### src/rtl/sum_avg_ctrl.sv
// Job-based accumulator: sums NUM_OPS unsigned 8-bit operands under a
// start/load/ack handshake and reports the sum plus a floored right-shifted answer.
module sum_avg_ctrl #(
  parameter int NUM_OPS = 6,
  parameter int SHIFT   = 2
) (
  input  logic        clk,
  input  logic        rst_n,
  input  logic        start,
  input  logic        abort,
  input  logic        in_valid,
  input  logic [7:0]  in_data,
  output logic        in_ready,
  input  logic        out_ack,
  output logic        out_valid,
  output logic [10:0] out,
  output logic [10:0] answer,
  output logic        busy
);

  localparam logic [3:0] LAST_IDX = 4'(NUM_OPS - 1);

  typedef enum logic [1:0] {
    IDLE = 2'd0,
    LOAD = 2'd1,
    DONE = 2'd2
  } state_t;

  state_t      state;
  logic [10:0] acc;
  logic [3:0]  cnt;
  logic [10:0] sum_next;

  function automatic logic [10:0] floor_shift(input logic [10:0] v);
    return v >> SHIFT;
  endfunction

  assign sum_next  = acc + {3'b000, in_data};
  assign in_ready  = (state == LOAD) && !abort;
  assign out_valid = (state == DONE);
  assign busy      = (state != IDLE);

  // abort has priority over start, accepts, the final operand and out_ack
  always_ff @(posedge clk or negedge rst_n) begin
    if (!rst_n) begin
      state  <= IDLE;
      acc    <= '0;
      cnt    <= '0;
      out    <= '0;
      answer <= '0;
    end else begin
      case (state)
        IDLE: begin
          if (start && !abort) begin
            acc   <= '0;
            cnt   <= '0;
            state <= LOAD;
          end
        end
        LOAD: begin
          if (abort) begin
            state <= IDLE;
          end else if (in_valid) begin
            acc <= sum_next;
            cnt <= cnt + 4'd1;
            if (cnt == LAST_IDX) begin
              out    <= sum_next;
              answer <= floor_shift(sum_next);
              state  <= DONE;
            end
          end
        end
        DONE: begin
          if (abort || out_ack) state <= IDLE;
        end
        default: state <= IDLE;
      endcase
    end
  end

endmodule
### config.mk
export PLATFORM = sky130hd
export DESIGN_NAME = sum_avg_ctrl
export DESIGN_NICKNAME = d
export VERILOG_FILES = /design/src/rtl/sum_avg_ctrl.sv
export SDC_FILE = /design/constraint.sdc
export NUM_CORES = 1
export LEC_CHECK = 0
export CORE_MARGIN = 2
export CORE_UTILIZATION = 50
export DETAILED_ROUTE_END_ITERATION = 12
export PLACE_DENSITY = 0.8
export SYNTH_ARGS = -nofsm -noshare
export SYNTH_HDL_FRONTEND = slang
export SYNTH_SLANG_ARGS = --single-unit
### constraint.sdc
create_clock -name clk -period 5.6 [get_ports clk]
set_input_delay 1.68 -clock clk [delete_from_list [all_inputs] [get_ports clk]]
set_output_delay 1.68 -clock clk [all_outputs]
set_load 0.03 [all_outputs]
==> impl_summary.txt <==
----------------------------------------------------
[Run status]
  Status ... finished clean

[CTS]
  Clock buffers created by TritonCTS ... 3
  Clock tree from TritonCTS ... yes
  Number of hold buffers added after cts ... 0
  Number of H-tree levels ... 1
  Buffer count from post-CTS setup fixing ... 0
  Clock Latency Late Sink ... 0.33 ns
  Number of instances resized during post-cts repair ... 0
  Clock transition at path regs ... 0.15 ns
  CTS Root Cell ... sky130_fd_sc_hd__clkbuf_4
  Clock net sink count ... 28
  Largest buffer count on any clock path ... 2

[Global routing]
  Pin count of the biggest net entering global routing ... 29
  Total gr overflow ... 0
  Number of antenna violations at the first check in global routing ... 0
  Global-route wire length before repair ... 5520 um
  Total Routing Usage GR ... 19.23%
  Number of global-route vias before repair ... 1,297

[Finish]
  Share of cells above drive strength 1 ... 9.375%
  Number of diodes ... 0
  Commonest non-fill, non-tap cells in the layout ... sky130_fd_sc_hd__clkdlybuf4s50_1 (36), sky130_fd_sc_hd__dfrtp_1 (28), sky130_fd_sc_hd__nand2_1 (18), sky130_fd_sc_hd__o21ai_0 (13), sky130_fd_sc_hd__a21oi_1 (11)
  Most common library cell in the layout ignoring fill and taps ... sky130_fd_sc_hd__clkdlybuf4s50_1
  Final-layout fill cell count ... 290
  Area of the multi-input gates ... 804.5 um^2
  Total Nets Final ... 218
  Area used by sequential logic in the layout ... 700.7 um^2
  P&R area growth vs syn ... 20.44%
  Final non-filler cell total ... 236

[Synthesis]
  Synth warn ... 0
  Sequential area share after synthesis ... 42.23%
  Synth Area in Compound Gates ... 16.82%
  Post-synthesis register bit count ... 28
  Main combinational cell family by area after synthesis ... compound AO/OA/AOI/OAI gates
  Simple-gate share of the synthesized area ... 13.35%
  Post-Synthesis Mean Instance Area ... 9.995 um^2
  Arithmetic-cell share of the synthesized area counting full adders, half adders and majority gates ... 8.748%
  Share of synthesized area spent on multiplexers ... 3.318%
  Xor and xnor fraction of the mapped netlist area ... 5.807%
  Count of different cell masters after synthesis ... 39
  Summed instance area of the synthesized netlist ... 1659 um^2
  Number of cells produced by synthesis ... 166

[Placement]
  Worst slack, placed ... 0.7081 ns
  Number of cells after detailed placement ... 232
  Final Wtd Congestion ... 0.8185
  Port Buffers ... 36
  Post-detailed-placement half-perimeter wirelength ... 2388 um

[Critical path]
  Source of the worst register-to-register timing path ... acc[0]$_DFFE_PN0P_
  Worst Reg-to-Reg Cells ... 8
  Internal reg-to-reg setup slack ... 3.50 ns
  Crit path capture ... in_ready
  Reg2Reg Capture Point ... acc[10]$_DFFE_PN0P_
  Critical Path AT ... 3.23 ns
  Beginning of the critical path ... abort
  Crit Path Max Fanout ... 6
  Crit path kind ... in2out
  Data required time of the worst path ... 3.92 ns
  Critical Path Sink Type ... output pin
  Type of origin of the critical path ... input port

[Routing]
  Initial DRC Count ... 30
  Routed WL ... 3182 um
  Post-detailed-route wirelength per cell ... 13.48 um
  Initial DRT Pass Iterations ... 4
  Number of design rule violations left after detail routing ... 0
  Routed vias ... 1,268
  Drt via density ... 5.373
  Antenna-violating nets left ... 0

[STA]
  Worst-margin pin slew ... 0.6609 ns
  Fin worst setup slack ... 0.6878 ns
  Total negative setup slack ... 0 ns
  Normalized max-slew margin ... 55.94%
  Fin crit period ... 4.912 ns
  Count of final max-slew check failures ... 0
  Count of final setup violators ... 0
  Unrepaired setup endpoints after global routing ... false
  Number of endpoints with negative hold slack in the final report ... 0
  Max Clock Skew ... 0.006804 ns
  Final Cycle Share ... 87.72%
  Achievable Freq ... 203.6 MHz

[Floorplan]
  Initial core utilization ... 53.47%
  Die boundary height ... 61.61 um
  Die area ... 3795 um^2
  Top-level I/O count ... 39
  FP Rows ... 20
  Die Wd ... 61.61 um
  Std-Cell Core Area ... 3103 um^2

[Hold path]
  Hold Path Class ... reg2reg

[Power and ir drop]
  Power density over the cells ... 244.3 nW/um^2
  Peak supply drop ... 0.1458 mV
  Cell leakage power ... 0.8871 nW
  Overall Power ... 0.0004882 W

[Job]
  Number of maximum-capacitance violations ... 0

----------------------------------------------------
per-layer routing:
layer | global-route usage [%] | vias to the layer above | part of all wire (%)
met5 | 0 | - | 0
li1 | - | 612 | -
met4 | 6.687 | 0 | 1.6
met2 | 33.83 | 41 | 49
met3 | 2.521 | 8 | 4.4
met1 | 24.17 | 607 | 45
sequential cells by signal, indices dropped and copies added (netlist names):
register,count
acc,11
answer,1
cnt,4
out,10
state,2
cells by family after synthesis:
family,after synthesis
AO/OA/AOI/OAI,43
AND/OR/NAND/NOR,42
flip-flops,28
buffers and inverters,25
adder cells (fa/ha/maj),11
XOR/XNOR,11
multiplexers,5
other,1
final cells by class:
cell class	count	area share (%)
multi-input cells	114	40.26
flip-flops and latches	28	35.07
repair buffers	37	18.41
well taps	44	2.755
clock buffers	4	1.816
inverters	9	1.691
metrics by stage:
stage	utilization [%]	cell area (um^2)	hold WS [ns]
after floorplan	-	1663	0.4524
after global placement	63.23	1962	0.4726
after detailed placement	63.23	1962	0.4867
after CTS	64.40	1998	0.5209
after global routing	64.40	1998	0.5511
final	64.40	1998	0.5180
cells in the mapped netlist (all sizes together):
cell type | n | area [um^2]
a21oi | 11 | 55.05
nand4b | 1 | 8.760
xnor2 | 5 | 43.79
ha | 10 | 125.1
o31ai | 3 | 37.54
a41oi | 1 | 8.760
or3 | 5 | 31.28
o21ai | 16 | 80.07
inv | 9 | 33.78
xor2 | 6 | 52.55
nand2 | 18 | 67.56
a211oi | 2 | 15.01
nor2 | 6 | 22.52
mux2i | 1 | 10.01
nand4 | 1 | 6.260
or2 | 1 | 6.260
a221oi | 1 | 8.760
and2b | 1 | 8.760
a22o | 4 | 37.54
o211ai | 2 | 15.01
nand2b | 3 | 26.27
o22ai | 1 | 6.260
buf | 16 | 123.9
a21o | 2 | 15.01
nor2b | 1 | 6.260
and2 | 2 | 12.51
nor3b | 2 | 20.02
fa | 1 | 20.02
mux2 | 4 | 45.04
conb | 1 | 3.750
dfrtp | 28 | 700.7
nor3 | 1 | 5.000
where the power goes:
| group | leakage (nW) | internal (W) | switching, W |
|---|---|---|---|
| clock | 0.0210 | 0.0000398 | 0.0000618 |
| combinational | 0.482 | 0.0000691 | 0.0000851 |
| sequential | 0.384 | 0.000219 | 0.0000132 |
worst min path at each step:
stage	startpoint	slack [ns]	endpoint	cells after the start
6_report	out[7]$_DFFE_PN0P_	0.52	out[7]$_DFFE_PN0P_	2
3_5_place_dp	acc[0]$_DFFE_PN0P_	0.49	acc[0]$_DFFE_PN0P_	2
4_1_cts	acc[0]$_DFFE_PN0P_	0.52	acc[0]$_DFFE_PN0P_	2
5_1_grt	acc[0]$_DFFE_PN0P_	0.55	acc[0]$_DFFE_PN0P_	2
3_3_place_gp	acc[7]$_DFFE_PN0P_	0.47	acc[7]$_DFFE_PN0P_	2
2_1_floorplan	acc[7]$_DFFE_PN0P_	0.45	acc[7]$_DFFE_PN0P_	2
worst max-delay path, stage by stage:
cell and delay [ns]:
sky130_fd_sc_hd__clkdlybuf4s50_1 0.51, sky130_fd_sc_hd__nor3b_2 0.32, sky130_fd_sc_hd__clkdlybuf4s50_1 0.73
Power figures use the tool's default switching activity.
